<file path="src/rtl/monitor_verdict_collector.sv">
// Captures per-cycle monitor verdicts with a timestamp into a record FIFO and
// streams each record out as a header word followed by the active stream values.
module monitor_verdict_collector #(
  parameter int unsigned NUM_OUT = 3,
  parameter int unsigned DATA_W  = 64,
  parameter int unsigned TS_W    = 32,
  parameter int unsigned DEPTH   = 8
) (
  input  logic                      clk,
  input  logic                      rst,
  input  logic                      en,
  input  logic [NUM_OUT*DATA_W-1:0] out_value,
  input  logic [NUM_OUT-1:0]        out_aktv,
  output logic [DATA_W-1:0]         rec_data,
  output logic                      rec_valid,
  output logic                      rec_last,
  input  logic                      rec_ready,
  output logic                      overflow,
  output logic [15:0]               drop_count,
  output logic [$clog2(DEPTH):0]    fifo_level
);

  localparam int unsigned AW = $clog2(DEPTH);
  localparam int unsigned LW = AW + 1;
  localparam int unsigned IW = (NUM_OUT > 1) ? $clog2(NUM_OUT) : 1;
  localparam logic [LW-1:0] Full = LW'(DEPTH);

  typedef enum logic [1:0] {StIdle, StHead, StData} state_e;

  state_e state_q, state_d;

  logic [TS_W-1:0]           ts_q;
  logic [TS_W-1:0]           ts_mem   [DEPTH];
  logic [NUM_OUT-1:0]        mask_mem [DEPTH];
  logic [NUM_OUT*DATA_W-1:0] val_mem  [DEPTH];
  logic [AW-1:0]             wr_ptr_q, rd_ptr_q;
  logic [LW-1:0]             level_q;

  logic [TS_W-1:0]           sh_ts_q;
  logic [NUM_OUT-1:0]        sh_mask_q;
  logic [NUM_OUT*DATA_W-1:0] sh_vals_q;
  logic [IW-1:0]             idx_q;

  logic          push_req, push, pop, hs, is_last;
  logic [IW-1:0] first_idx, last_idx, next_idx;

  assign push_req   = en & (|out_aktv);
  assign pop        = (state_q == StIdle) && (level_q != '0);
  // A full FIFO still accepts when the head leaves on the same edge.
  assign push       = push_req && ((level_q != Full) || pop);
  assign hs         = rec_valid & rec_ready;
  assign is_last    = (idx_q == last_idx);
  assign fifo_level = level_q;

  always_ff @(posedge clk or negedge rst) begin
    if (!rst) begin
      ts_q       <= '0;
      wr_ptr_q   <= '0;
      rd_ptr_q   <= '0;
      level_q    <= '0;
      overflow   <= 1'b0;
      drop_count <= '0;
    end else begin
      if (en) ts_q <= ts_q + TS_W'(1);
      if (push) wr_ptr_q <= wr_ptr_q + AW'(1);
      if (pop) rd_ptr_q <= rd_ptr_q + AW'(1);
      if (push && !pop) begin
        level_q <= level_q + LW'(1);
      end else if (pop && !push) begin
        level_q <= level_q - LW'(1);
      end
      if (push_req && !push) begin
        overflow <= 1'b1;
        if (drop_count != 16'hFFFF) drop_count <= drop_count + 16'd1;
      end
    end
  end

  always_ff @(posedge clk) begin
    if (push) begin
      ts_mem[wr_ptr_q]   <= ts_q;
      mask_mem[wr_ptr_q] <= out_aktv;
      val_mem[wr_ptr_q]  <= out_value;
    end
  end

  always_ff @(posedge clk or negedge rst) begin
    if (!rst) begin
      sh_ts_q   <= '0;
      sh_mask_q <= '0;
      sh_vals_q <= '0;
      idx_q     <= '0;
    end else begin
      if (pop) begin
        sh_ts_q   <= ts_mem[rd_ptr_q];
        sh_mask_q <= mask_mem[rd_ptr_q];
        sh_vals_q <= val_mem[rd_ptr_q];
      end
      if (state_q == StHead && hs) begin
        idx_q <= first_idx;
      end else if (state_q == StData && hs && !is_last) begin
        idx_q <= next_idx;
      end
    end
  end

  // Lowest, highest and next-higher set bits of the held mask.
  always_comb begin
    first_idx = '0;
    last_idx  = '0;
    next_idx  = '0;
    for (int i = NUM_OUT - 1; i >= 0; i--) begin
      if (sh_mask_q[i]) first_idx = IW'(i);
      if (sh_mask_q[i] && (i > int'(idx_q))) next_idx = IW'(i);
    end
    for (int i = 0; i < NUM_OUT; i++) begin
      if (sh_mask_q[i]) last_idx = IW'(i);
    end
  end

  always_ff @(posedge clk or negedge rst) begin
    if (!rst) state_q <= StIdle;
    else      state_q <= state_d;
  end

  always_comb begin
    state_d = state_q;
    unique case (state_q)
      StIdle:  if (level_q != '0) state_d = StHead;
      StHead:  if (rec_ready) state_d = StData;
      StData:  if (rec_ready && is_last) state_d = StIdle;
      default: state_d = StIdle;
    endcase
  end

  always_comb begin
    rec_valid = 1'b0;
    rec_last  = 1'b0;
    rec_data  = '0;
    unique case (state_q)
      StHead: begin
        rec_valid                   = 1'b1;
        rec_data[DATA_W-1 -: TS_W]  = sh_ts_q;
        rec_data[NUM_OUT-1:0]       = sh_mask_q;
      end
      StData: begin
        rec_valid = 1'b1;
        rec_last  = is_last;
        rec_data  = sh_vals_q[idx_q*DATA_W +: DATA_W];
      end
      default: ;
    endcase
  end

endmodule

</file>
<file path="config.mk">
export PLATFORM = sky130hd
export DESIGN_NAME = monitor_verdict_collector
export DESIGN_NICKNAME = d
export VERILOG_FILES = /design/src/rtl/monitor_verdict_collector.sv
export SDC_FILE = /design/constraint.sdc
export NUM_CORES = 2
export LEC_CHECK = 0
export ABC_AREA = 1
export BUFFER_PORTS_ARGS = -buffer_cell sky130_fd_sc_hd__buf_2
export CORE_MARGIN = 3
export CORE_UTILIZATION = 50
export CTS_CLUSTER_SIZE = 24
export DETAILED_ROUTE_END_ITERATION = 8
export PLACE_DENSITY = 0.66
export SYNTH_ARGS = -nofsm -noshare
export SYNTH_HDL_FRONTEND = slang
export SYNTH_SLANG_ARGS = --single-unit
</file>
<file path="constraint.sdc">
create_clock -name clk -period 31.6 [get_ports clk]
set_input_delay 7.9 -clock clk [delete_from_list [all_inputs] [get_ports clk]]
set_output_delay 7.9 -clock clk [all_outputs]
set_load 0.1 [all_outputs]
</file>
# After elaboration in Yosys (flattened, before gate mapping)
# Memories as Yosys holds them, arrays and structs flattened. A register that Yosys moved wholly into a read port is not among the register bits.
# Cells that the tools add are included.
# W data, S select, Z words.
# totals
reg_bits	63
latch_bits	0
mem_bits_rw	1816
rom_bits	0
in_bits	199
out_inout_bits	87
wordCells	78
mem_count	3
# classes
addsub	6
mul	0
div_mod_pow	0
n_lt_le_gt_ge	2
n_eq_ne	8
n_shift	1
mux	22
bitwise_logic	2
n_reduce_logical	26
# mem_list
memory	words	word_bits	read_ports	rd_ports_with_merged_regs	wr	line_no	source
val_mem	8	192	1	1	1	35	logic [NUM_OUT*DATA_W-1:0] val_mem [DEPTH];
ts_mem	8	32	1	1	1	33	logic [TS_W-1:0] ts_mem [DEPTH];
mask_mem	8	3	1	1	1	34	logic [NUM_OUT-1:0] mask_mem [DEPTH];
# op_table
cell	count
$shiftx A192 B9 Y64	1
$pmux W32 S2	1
$add A32 B1 Y32 const B	1
$mux W29	1
$mux W2	11
$add A16 B1 Y16 const B	1
$ne A16 B16 Y1 const B	1
$logic_and A1 B1 Y1	11
$mux W4	2
$add A3 B1 Y3 const B	2
$logic_not A1 Y1	6
$pmux W2 S3	1
$pmux W3 S2	1
$mux W1	5
$add A4 B1 Y4 const B	1
$ne A2 B1 Y1 const B	2
$ne A4 B4 Y1 const B	1
$reduce_bool A2 Y1	2
$reduce_bool A4 Y1	1
$sub A4 B1 Y4 const B	1
$reduce_and A3 Y1	1
$reduce_or A3 Y1	1
$and A1 B1 Y1	2
$eq A2 B1 Y1 const B	1
9 further kinds	9

# Longest topological paths before layout
# depth
ltp_word	8
depth_mapped	15

# Least setup slack after synthesis
# OpenSTA, ideal clock, no wires.
# synth_path
kind	input -> register
startpoint	input port en
endpoint	memory mask_mem[0][0], enable pin
setup_time_ps	818
t_arrival_ps	17967
required_time_ps	30782
setup_slack_ps	12815
stages	5
path_buffers	0
path_cell_list	inv_1 nor2_1 nand2_1 or2_2 nor2_1
# synth_via
elab_chain_cells	4
# synth_rtl
item	line_no	source
from (decl)	11	input logic en,
$and A1 B1 Y1	47	assign push_req = en & (|out_aktv);
$logic_and A1 B1 Y1	50	assign push = push_req && ((level_q != Full) || pop);
$mux W1	80	if (push) begin
$mux W1 (implied by the code)	82	mask_mem[wr_ptr_q] <= out_aktv;
to (decl)	34	
# Every way passes these cells.

# Final worst setup path
# layout_path
startpoint	register idx_q[1]
endpoint	output port rec_data[2]
# layout_via
elab_chain_cells	2
# layout_rtl
item	line_no	source
from (decl)	42	logic [IW-1:0] idx_q;
from (signal assigned)	100	idx_q <= first_idx;
from (signal assigned)	102	idx_q <= next_idx;
$shiftx A192 B9 Y64	149	rec_data = sh_vals_q[idx_q*DATA_W +: DATA_W];
$pmux W3 S2	140	unique case (state_q)
to (decl)	14	output logic [DATA_W-1:0] rec_data,
# Every way passes these cells.

==> impl_metrics.py <==
metrics = {
    "status": {
        "status": "finished clean",
    },
    "sta": {
        "fin_skew_ns": 0.0557,
        "tns_ns": 0,
        "finalSetupViolations": 0,
        "fin_crit_sh_pct": 39.5,
        "slew_headroom_pct": 18.5,
        "fmax_ghz": 0.0802,
        "drv_slew": 0,
        "hold_viol": 0,
        "rsz0062_at_grt": "false",
        "tightest_slew_ns": 1.22,
        "setup_ws_ns": 19.13,
        "fin_crit_ns": 12.47,
    },
    "power_and_ir_drop": {
        "total_leakage_power_uw": 0.0333,
        "intPower_uw": 5700,
        "p_comb_share_pct": 33.3,
        "power.switching_uw": 3870,
        "seq_power_share_pct": 40.6,
        "p_per_area_nw_per_um2": 102,
        "peakVddDrop_uv": 160,
        "switching_share_pct": 40.4,
        "p_clk_share_pct": 26.1,
    },
    "drt": {
        "drt-vias-per-instance": 5.86,
        "drt_iter0_drc": 6479,
        "firstDrtPassIters": 6,
        "remaining_drc_errors": 0,
        "vias": 54600,
        "wirelength_mm": 239,
        "wl_per_cell_um": 25.6,
        "drtAntennaViolNets": 0,
    },
    "die": {
        "die_area_um2": 172000,
        "start_util_pct": 50.5,
        "num_rows": 149,
        "die_h_um": 415,
        "die_x_um": 415,
        "io-pin-count": 286,
        "core_um2": 166000,
    },
    "yosys": {
        "dominantRegCellSynth": "edfxtp_1",
        "avgSynthCellArea_um2": 12.3,
        "netlist_area_um2": 83800,
        "async_flop_share_pct": 13.8,
        "ys_ff_latch": 2106,
        "postSynthCellCount": 6790,
        "synth_edf_count": 1816,
        "synth_nets": 7001,
        "ys_types": 33,
        "yosys_warnings": 0,
        "ys_seq_area_share_pct": 73.8,
    },
    "placement": {
        "placed_cell_area_um2": 86700,
        "dpl.hpwl_mm": 141,
        "io_buffers": 285,
        "pre_cts_slack_ns": 18.98,
        "gp_congestion": 0.927,
    },
    "setup_path": {
        "critPathLaunch": "idx_q[1]",
        "end_kind": "output port",
        "r2r-start": "state_q[1]",
        "crit_required_ns": 23.70,
        "worstSetupPathType": "reg -> out",
        "r2r_end": "val_mem[5][13]",
        "endpoint": "rec_data[2]",
        "reg2regPathDepth": 11,
        "arrival_ns": 4.57,
        "worstPathMaxFanout": 64,
        "reg2reg_slack_ns": 26.93,
        "crit_path_start_kind": "register",
    },
    "final_layout": {
        "final_cell_mix": "1,816 x edfxtp_1, 1,061 x nor2_1, 791 x o21ai_0, 767 x nand2_1, 455 x o211ai_1",
        "drive_gt1_share_pct": 9.75,
        "areaGrowthSynthToFinish_pct": 12.0,
        "nFillCells": 13200,
        "final_common_cell": "edfxtp_1",
        "fin_nets": 7118,
        "multi_input_area_um2": 18900,
        "ff_latch_area_um2": 61800,
        "finalInstanceArea_um2": 93800,
    },
    "hold_path": {
        "hold_class": "reg -> reg",
    },
    "clock_tree": {
        "postCtsHoldBufs": 0,
        "cts_resized": 0,
        "cts_tree": "done",
        "cts_root_buf": "clkbuf_16",
        "path_clk_slew_ns": 0.06,
        "cts_buffers": 208,
        "h-tree-depth": 4,
        "clockBufferDepth": 3,
        "cts_setup_buffers": 0,
        "clkLatencyLatePin_ns": 0.85,
        "cts.sinks": 2106,
    },
    "global_route": {
        "grt_max_degree": 266,
        "grt_usage_pct": 27.2,
        "first_global_vias": 51200,
        "grt_pass1_wl_mm": 349,
        "overflow": 0,
        "antenna_found_initial": 71,
    },
    "flow_run": {
        "cap_violations": 0,
    },
}
==> through the flow <==
| stage | util, % | instances | hold WS, ns | power [uW] |
|---|---|---|---|---|
| 6_report | 56.6 | 9322 | 0.478 | 9560 |
| 5_1_grt | 56.6 | 9296 | 0.500 | 10000 |
| 4_1_cts | 56.6 | 9279 | 0.484 | 9580 |
| 3_5_place_dp | 52.3 | 8886 | 0.468 | 7090 |
| 3_3_place_gp | 52.3 | 8886 | 0.470 | 7040 |
| 2_1_floorplan | - | 6790 | 0.444 | 5960 |
==> cell families (layout without fill, tap and decap cells) <==
family                   after synthesis  after routing  synth area share, %
multiplexers                           1              1               0.0134
other                                  0             43                    0
flip-flops                          2106           2106                 73.8
AO/OA/AOI/OAI                       1736           1736                 11.7
AND/OR/NAND/NOR                     2153           2153                 10.2
adder cells (fa/ha/maj)               12             12                0.188
XOR/XNOR                              39             39                0.408
buffers and inverters                743           1043                 3.73
==> area by class of cell <==
class,instances,area share (%)
Antenna cell,43,0.115
Clock buffer,298,6.32
Clock inverter,95,1.15
Inverter,296,1.22
Multi-Input combinational cell,3941,20.2
Sequential cell,2106,65.9
Tap cell,2189,2.92
Timing Repair Buffer,354,2.26
==> power groups by stage <==
stage                     logic (uW)  clock network [uW]  registers [uW]
after floorplan                 2160                   0            3800
after global placement          3110                   0            3920
after detailed placement        3170                   0            3920
after CTS                       3190                2530            3870
after global routing            3480                2640            3890
final                           3180                2500            3880
==> worst min-delay path by stage <==
stage | start | endpoint | depth (start not counted)
3_5_place_dp | sh_vals_q[32] | sh_vals_q[32] | 2
2_1_floorplan | sh_vals_q[0] | sh_vals_q[0] | 2
4_1_cts | sh_vals_q[32] | sh_vals_q[32] | 2
5_1_grt | sh_vals_q[8] | sh_vals_q[8] | 2
3_3_place_gp | sh_vals_q[174] | sh_vals_q[174] | 2
6_report | sh_vals_q[32] | sh_vals_q[32] | 2
==> Yosys cell counts, types with 112 or more instances <==
master / instances / area (um2)
a21oi_1: 258 / 1290
buf_2: 112 / 561
dfrtp_1: 290 / 7260
inv_1: 292 / 1100
o21ai_1: 228 / 1140
nand2_1: 768 / 2880
nor2_1: 1070 / 4020
o211ai_1: 455 / 3420
o21ai_0: 791 / 3960
clkbuf_1: 270 / 1010
nand3_1: 292 / 1460
edfxtp_1: 1816 / 54500
==> state kept, by name, summed over array words and instances, names as in the netlist, 3 cells and up <==
| signal | flops |
|---|---|
| rd_ptr_q | 3 |
| fifo_level | 4 |
| sh_ts_q | 32 |
| val_mem | 1536 |
| ts_q | 32 |
| mask_mem | 24 |
| ts_mem | 256 |
| wr_ptr_q | 3 |
| sh_vals_q | 192 |
| sh_mask_q | 3 |
| drop_count | 16 |
==> per-layer routing <==
metal  up-vias  GRT usage (%)  routed length, um
met2      2394           42.3             111000
li1      24600              -                  -
met5         -              0                 65
met4        12           17.0              16700
met1     27100           35.5              92400
met3       570           5.32              18100
==> worst max-delay path, stage by stage, from the launching register on <==
cell and delay, ns:
dfrtp_1 1.01, inv_1 0.79, nor2_4 0.23, buf_4 0.60
nand2_1 0.13, o21ai_0 0.11, nand2_1 0.08, o21ai_0 0.24
buf_2 0.52
Power figures use the tool's default switching activity.
